**src/rtl/uart_rx_port.sv**
```systemverilog
// 8N1 UART receiver: 2-flop input synchroniser, mid-bit sampling FSM and a
// registered ready/valid output with frame-error and overrun pulses.
module uart_rx_port #(
    parameter int CLKS_PER_BIT = 434,
    parameter int DATA_BITS    = 8
) (
    input  logic                 clk,
    input  logic                 reset,
    input  logic                 rx,
    output logic [DATA_BITS-1:0] data_out,
    output logic                 valid,
    input  logic                 ready,
    output logic                 frame_err,
    output logic                 overrun,
    output logic                 busy
);

    localparam int CW = $clog2(CLKS_PER_BIT);
    localparam int IW = (DATA_BITS > 1) ? $clog2(DATA_BITS) : 1;
    localparam logic [CW-1:0] CNT_LAST = CW'(CLKS_PER_BIT - 1);
    localparam logic [CW-1:0] CNT_HALF = CW'(CLKS_PER_BIT / 2 - 1);
    localparam logic [IW-1:0] IDX_LAST = IW'(DATA_BITS - 1);

    typedef enum logic [2:0] {
        S_IDLE,
        S_START,
        S_DATA,
        S_STOP,
        S_BREAK
    } state_t;

    state_t               state, state_next;
    logic [CW-1:0]        cnt, cnt_next;
    logic [IW-1:0]        idx, idx_next;
    logic [DATA_BITS-1:0] shift, shift_next;
    logic                 rx_meta, rx_s;
    logic                 done, ferr;

    // Synchroniser flops reset to the idle-high line level.
    // NOTE: sequential state uses non-blocking assignments so every flop
    // samples pre-edge values regardless of statement order.
    always_ff @(posedge clk or negedge reset) begin
        if (!reset) begin
            rx_meta <= 1'b1;
            rx_s    <= 1'b1;
        end else begin
            rx_meta <= rx;
            rx_s    <= rx_meta;
        end
    end

    always_ff @(posedge clk or negedge reset) begin
        if (!reset) begin
            state <= S_IDLE;
            cnt   <= '0;
            idx   <= '0;
            shift <= '0;
        end else begin
            state <= state_next;
            cnt   <= cnt_next;
            idx   <= idx_next;
            shift <= shift_next;
        end
    end

    always_comb begin
        // NOTE: every output of this block gets a default first, so no path
        // leaves a variable unassigned and no latch is inferred.
        state_next = state;
        cnt_next   = cnt + 1'b1;
        idx_next   = idx;
        shift_next = shift;
        done       = 1'b0;
        ferr       = 1'b0;
        case (state)
            S_IDLE: begin
                cnt_next = '0;
                if (!rx_s) state_next = S_START;
            end
            S_START: begin
                if (cnt == CNT_HALF) begin
                    cnt_next   = '0;
                    idx_next   = '0;
                    state_next = rx_s ? S_IDLE : S_DATA;
                end
            end
            S_DATA: begin
                if (cnt == CNT_LAST) begin
                    cnt_next   = '0;
                    shift_next = {rx_s, shift[DATA_BITS-1:1]};
                    idx_next   = idx + 1'b1;
                    if (idx == IDX_LAST) state_next = S_STOP;
                end
            end
            S_STOP: begin
                if (cnt == CNT_LAST) begin
                    cnt_next = '0;
                    if (rx_s) begin
                        done       = 1'b1;
                        state_next = S_IDLE;
                    end else begin
                        ferr       = 1'b1;
                        state_next = S_BREAK;
                    end
                end
            end
            S_BREAK: begin
                // A held-low line must return high before a new start is seen.
                cnt_next = '0;
                if (rx_s) state_next = S_IDLE;
            end
            default: begin
                cnt_next   = '0;
                state_next = S_IDLE;
            end
        endcase
    end

    always_ff @(posedge clk or negedge reset) begin
        if (!reset) begin
            data_out  <= '0;
            valid     <= 1'b0;
            frame_err <= 1'b0;
            overrun   <= 1'b0;
        end else begin
            frame_err <= ferr;
            overrun   <= done && valid && !ready;
            if (done && (!valid || ready)) begin
                data_out <= shift;
                valid    <= 1'b1;
            end else if (valid && ready) begin
                valid <= 1'b0;
            end
        end
    end

    assign busy = (state != S_IDLE);

endmodule

```
**config.mk**
```make
export PLATFORM = sky130hd
export DESIGN_NAME = uart_rx_port
export DESIGN_NICKNAME = d
export VERILOG_FILES = /design/src/rtl/uart_rx_port.sv
export SDC_FILE = /design/constraint.sdc
export NUM_CORES = 1
export LEC_CHECK = 0
export CORE_AREA = 8 8 62 64
export DETAILED_ROUTE_END_ITERATION = 16
export DIE_AREA = 0 0 70 72
export PLACE_DENSITY = 0.88
export SYNTH_ARGS = -nofsm -noshare
export SYNTH_HDL_FRONTEND = slang
export SYNTH_SLANG_ARGS = --single-unit
```
**constraint.sdc**
```tcl
create_clock -name clk -period 3.55 [get_ports clk]
set_clock_uncertainty 0.05 [all_clocks]
set_input_delay 0.71 -clock clk [delete_from_list [all_inputs] [get_ports clk]]
set_output_delay 0.71 -clock clk [all_outputs]
set_load 0.02 [all_outputs]
```
==> summary.txt, run 1 <==
Synthesis
  – Mapped Area: around 0.0016 mm2
  – Leading area contributor after synthesis: dfrtp_1
  – Synth Register Bits: 36
  – Syn Nets: around 150
  – Synth Area per Inst: about 12 um2
  – Seq/Total Area, Yosys: 56.45%
  – Most common cell in the netlist: dfrtp_1
  – Share of flip-flops with an asynchronous set or reset: 100.0%
  – Dominant synthesized flop cell: dfrtp_1
  – Ys Warns: 0
  – Post-Synthesis Cells: 138
  – EDFF count, synth: 0
  – Top cells by area, synth: dfrtp_1 (53%), nand2_1 (6.1%), mux2_2 (5.6%)
  – Yosys top cell area share: a little over half
  – Post-synth cell types: 40
  – Top post-synthesis cells by count: dfrtp_1 (34), nand2_1 (26), nor2_1 (14)

GRT
  – Initial antenna violation count: 0
  – Number of global-route vias before repair: around 1200
  – Largest net degree at the start of global routing: 37
  – First-pass GRT wire length: a little over 5 mm
  – Gr ovfl total: 0
  – All-Layer GR Usage: 12.59%

Pwr
  – Worst vdd ir: 317.0 uV
  – P per Cell Area: 357.0 mW/mm2
  – Leakage: about 0.87 nW

STA
  – Maximum achievable frequency: just under 400 MHz
  – Final hold viol count: 0
  – Fin. max-slew vios: 0
  – Hold WS: 0.3113 ns
  – Slew margin rel.: a little over two thirds
  – Final setup fails: 0
  – Tmin final: 2.565 ns
  – Final TNS setup: 0 ns
  – RSZ-0062 raised after global routing: false
  – Slew at the pin closest to its max-slew limit: 0.4454 ns
  – Tcrit/Tclk final: 72.26%

Clock network
  – Clk sink count: 36
  – CTS max path bufs: 2
  – Root buffer cell: clkbuf_4
  – H-tree levels: 2
  – Post-CTS setup buffers: 0
  – Hold-fix buffers at CTS: 0
  – Cts bufs inserted: 5
  – Skew-Pair Late Insertion Delay: 0.34 ns
  – CTS tree: built
  – Post-CTS sizing: 0
  – Reg clk slew, reported paths: 0.10 ns

Critical path
  – Slowest CP cell: clkdlybuf4s50_1
  – CP cell instances: or3_1, clkdlybuf4s50_1
  – Setup crit end kind: output port
  – Kind of critical path: flip-flop to output port
  – CP arrival: 1.81 ns
  – Worst Setup Start Kind: flip-flop
  – Crit Path Max Fanout: 10
  – Crit-path max cell delay: approximately 0.54 ns
  – CP required: between 2 and 3 ns

Drt
  – Initial DRC Count: 58
  – DRT antenna net count: 0
  – DRT Pass-1 Iters: 4
  – WL/cell: ~15 um
  – Routed vias: 1081
  – DR vias/cell: ~5.6
  – # DRC: 0
  – WL final: 2.891 mm

Final layout
  – Util after Layout: a little under two thirds
  – Final net count: approximately 170
  – Layout cells sized above 1: 19.50%
  – Ant diodes: 0
  – Post-route cell area: about 0.0019 mm2
  – Area delta synth->final: 15.72%

Status
  – Outcome: finished, final reports clean

Floorplanning
  – Die extent in x: 70 um
  – Core area: 0.002903 mm2
  – Total I/O pin count: 16
  – Cell row count: 20
  – Initial Utilization: 55.13%
  – Chip Height: ~70 um
  – Die footprint: 0.005040 mm2

Hold path
  – Hold Path Class: flip-flop to flip-flop

Placed design
  – Placed inst area: 0.001787 mm2
  – Hpwl dp: 2.135 mm
  – Final RePlAce weighted congestion: 0.7318
  – I/O Buffers: 15

Flow run
  – MaxCap Viol Count: 0
## sequential cells by signal, indices dropped and copies added (netlist names)
register / flops
cnt: 9
data_out: 8
shift: 8
rx_s: 1
state: 3
overrun: 1
frame_err: 1
idx: 3
rx_meta: 1
valid: 1
## report_power, final
group / total, W / internal [W] / switching, W
registers: 0.000413 / 0.000412 / 0.00000100
logic: 0.0000124 / 0.00000394 / 0.00000850
clock network: 0.000236 / 0.000112 / 0.000124
## path summary, 6_finish.rpt
check / cells after the start / startpoint / slack, ns / to
max: 2 / state[0] / 0.98 / busy
min: 0 / rx_meta / 0.31 / rx_s
max reg2reg: 4 / state[2] / 1.77 / data_out[5]
min reg2reg: 0 / rx_meta / 0.31 / rx_s
max in group asynchronous: 2 / reset / 2.37 / rx_s
min in group asynchronous: 2 / reset / 0.72 / overrun
## cell usage in the layout, fill, tap and decap left out, types with 2 or more instances in the layout
cell,synthesis,final
dfrtp_1,34,34
nand2_1,26,26
clkdlybuf4s50_1,0,15
nor2_1,14,14
mux2_2,8,8
xnor2_1,5,5
ha_1,5,5
clkbuf_4,0,5
nand3_1,4,4
inv_1,3,3
a21oi_2,2,2
nand4_1,2,2
xor2_1,2,2
nor3_1,2,2
a22o_2,2,2
o21ai_0,2,2
clkbuf_8,0,2
dfstp_2,2,2
## metrics by stage
step	setup slack, ns	cells	power (W)
6_report	0.9849	192	0.0006611
5_1_grt	0.9190	192	0.0006904
4_1_cts	0.9784	192	0.0006682
3_5_place_dp	1.304	185	0.0004340
3_3_place_gp	1.352	185	0.0004333
2_1_floorplan	1.831	138	0.0004216
## kinds of logic after synthesis
| logic type | share of synthesized area, % |
|---|---|
| simple gates | 21.97 |
| buf+inv | 1.485 |
| xor+xnor | 3.831 |
| fa+ha+maj | 3.909 |
| compound gates | 5.786 |
| mux | 6.568 |
| flops | 56.45 |
## layout make-up
type,instances,area [um2]
Inverter,3,11.26
Sequential cell,36,903.4
Tap cell,33,41.29
Fill cell,228,1051
Clock buffer,7,65.06
Timing Repair Buffer,16,157.7
Multi-Input combinational cell,97,673.1
## per-layer routing
metal  GRT usage, %  routed length [um]  vias up
met5              0                   0        -
met4          7.813                  55        0
met3          4.366                 143        6
met2          22.03                1512       16
met1          12.61                1179      548
li1               -                   -      511
## worst max-delay path, delay by kind of cell, from the launching register on
kind,cells,cell delay (ns)
simple gates,1,0.41
flops,1,0.52
buf+inv,1,0.54
No activity file was read; power rests on OpenSTA's default activity.
==> run 2, diff against run 1 <==
==> config.mk (replaced) <==
export PLATFORM = sky130hd
export DESIGN_NAME = uart_rx_port
export DESIGN_NICKNAME = d
export VERILOG_FILES = /design/src/rtl/uart_rx_port.sv
export SDC_FILE = /design/constraint.sdc
export NUM_CORES = 1
export LEC_CHECK = 0
export CORE_AREA = 8 8 63 65
export DETAILED_ROUTE_END_ITERATION = 16
export DIE_AREA = 0 0 71 73
export PLACE_DENSITY = 0.85
export SYNTH_ARGS = -nofsm -noshare
export SYNTH_HDL_FRONTEND = slang
export SYNTH_SLANG_ARGS = --single-unit
==> constraint.sdc (replaced) <==
create_clock -name clk -period 2.4 [get_ports clk]
set_clock_uncertainty 0.05 [all_clocks]
set_input_delay 0.48 -clock clk [delete_from_list [all_inputs] [get_ports clk]]
set_output_delay 0.48 -clock clk [all_outputs]
set_load 0.02 [all_outputs]
==> summary.txt, run 2 (synthesis gave the netlist of run 1 again) <==
Critical path
  – Kind of critical path: flip-flop to output port
  – Kind of cell adding the most delay to the critical path: buffers and inverters
  – R2R setup slack: 0.59 ns
  – WP buf/inv: 1
  – Worst Setup Start Kind: flip-flop
  – Slowest CP cell: clkdlybuf4s50_1
  – CP cell instances: or3_1, clkdlybuf4s50_1
  – CP required: 1.87 ns
  – Setup crit end kind: output port
  – Stages on the worst setup path: 2
  – Crit Path Max Fanout: 6
  – Crit-path max cell delay: 0.54 ns
  – Reg2reg path depth: 6
  – CP arrival: 1.67 ns

Floorplanning
  – Total I/O pin count: 16
  – Initial Utilization: 54.19%
  – Cell row count: 20
  – Die footprint: 0.005183 mm2
  – Chip Height: 73 um
  – Die extent in x: slightly above 70 um
  – Core area: 0.002953 mm2

Clock network
  – CTS max path bufs: 2
  – Clk sink count: 36
  – Post-CTS sizing: 0
  – Reg clk slew, reported paths: 0.10 ns
  – Hold-fix buffers at CTS: 0
  – Post-CTS setup buffers: 0
  – Skew-Pair Late Insertion Delay: 0.34 ns
  – Root buffer cell: clkbuf_4
  – Cts bufs inserted: 5
  – H-tree levels: 2
  – CTS tree: built

Final layout
  – Ant diodes: 0
  – Largest register by flop count: cnt
  – Most common cell after layout, fill and taps aside: dfrtp_1
  – Layout cells sized above 1: 20.50%
  – Max reg flops: 9
  – Final non-filler cell total: 194
  – Post-route cell area: 0.001856 mm2
  – Final net count: 169
  – Largest regs: cnt x9, data_out x8, shift x8
  – Filler cells: 248
  – Commonest non-fill, non-tap cells in the layout: dfrtp_1 (34), nand2_1 (26), clkdlybuf4s50_1 (15)
  – Area delta synth->final: 15.95%

GRT
  – First-pass GRT wire length: between 5 and 6 mm
  – Number of global-route vias before repair: between 1000 and 1500
  – All-Layer GR Usage: 12.35%
  – Largest net degree at the start of global routing: 37
  – Initial antenna violation count: 0
  – Gr ovfl total: 0

Flow run
  – MaxCap Viol Count: 0

STA
  – Fin. max-slew vios: 0
  – Final setup fails: 0
  – Slew margin rel.: 70.96%
  – Final worst slack: 0.2040 ns
  – Final TNS setup: 0 ns
  – Final hold viol count: 0
  – Tmin final: 2.196 ns
  – Slew at the pin closest to its max-slew limit: 0.4356 ns
  – RSZ-0062 raised after global routing: false
  – Tcrit/Tclk final: roughly 92%
  – Maximum achievable frequency: about 460 MHz

Drt
  – Initial DRC Count: 30
  – WL final: 2.799 mm
  – DRT Pass-1 Iters: 4
  – WL/cell: 14.43 um
  – # DRC: 0
  – Routed vias: between 1000 and 1500
  – DR vias/cell: between 5 and 6
  – DRT antenna net count: 0

Pwr
  – P per Cell Area: 520.7 mW/mm2
  – Worst vdd ir: 407.9 uV
  – Leakage: 0.8770 nW

Placed design
  – I/O Buffers: 15
  – Hpwl dp: 2.077 mm
  – Final RePlAce weighted congestion: 0.7518
  – Pre-CTS setup slack: 0.3515 ns
  – Placed insts: approximately 190
  – Placed inst area: 0.001794 mm2

Status
  – Outcome: finished, final reports clean

Hold path
  – Hold Path Depth: 0
  – Hold Path Class: flip-flop to flip-flop
## run 2: cell types whose count changed in the layout (fill, tap and decap cells not counted), sizes merged
| cell | before | now |
|---|---|---|
| clkinv | 0 | 2 |
| clkbuf | 7 | 6 |
| buf | 1 | 2 |
## run 2: final timing paths
kind / to / start
setup reg to reg: data_out[6] / cnt[1]
hold / removal: rx_s / rx_meta
setup / recovery: busy / state[2]
min in group asynchronous: shift[2] / reset
hold reg to reg: rx_s / rx_meta
max in group asynchronous: rx_meta / reset
## run 2: where the power goes
group	switching [W]	internal, W
clock	0.000198	0.000139
combinational	0.0000124	0.00000586
sequential	0.00000141	0.000609
## run 2: layout make-up
class / instances / area [um2] / area share [%]
Clock buffer: 6 / 51.30 / 2.765
Clock inverter: 2 / 10.01 / 0.5394
Inverter: 3 / 11.26 / 0.6069
Multi-Input combinational cell: 97 / 673.1 / 36.28
Sequential cell: 36 / 903.4 / 48.69
Tap cell: 33 / 41.29 / 2.225
Timing Repair Buffer: 17 / 165.2 / 8.901
## run 2: through the flow
step	hold WS, ns	util [%]	total power [W]
2_1_floorplan	0.1344	-	0.0006236
3_3_place_gp	0.2962	60.76	0.0006410
3_5_place_dp	0.2975	60.76	0.0006420
4_1_cts	0.3125	62.84	0.0009744
5_1_grt	0.3215	62.84	0.001011
6_report	0.3116	62.84	0.0009663
## run 2: worst register-to-register path: cells and delay by family (launching register included)
family,cells,cell delay [ns]
and+or+nand+nor,3,0.64
DFF,1,0.41
muxes,1,0.37
adders and majority gates,1,0.16
buffers and inverters,1,0.09
## run 2: per-layer routing
layer | GRT usage, % | part of all wire (%) | up-vias
li1 | - | - | 513
met1 | 12.55 | 43 | 496
met2 | 21.73 | 50 | 17
met3 | 5.357 | 5.1 | 9
met4 | 5.081 | 1.9 | 0
met5 | 0 | 0 | -
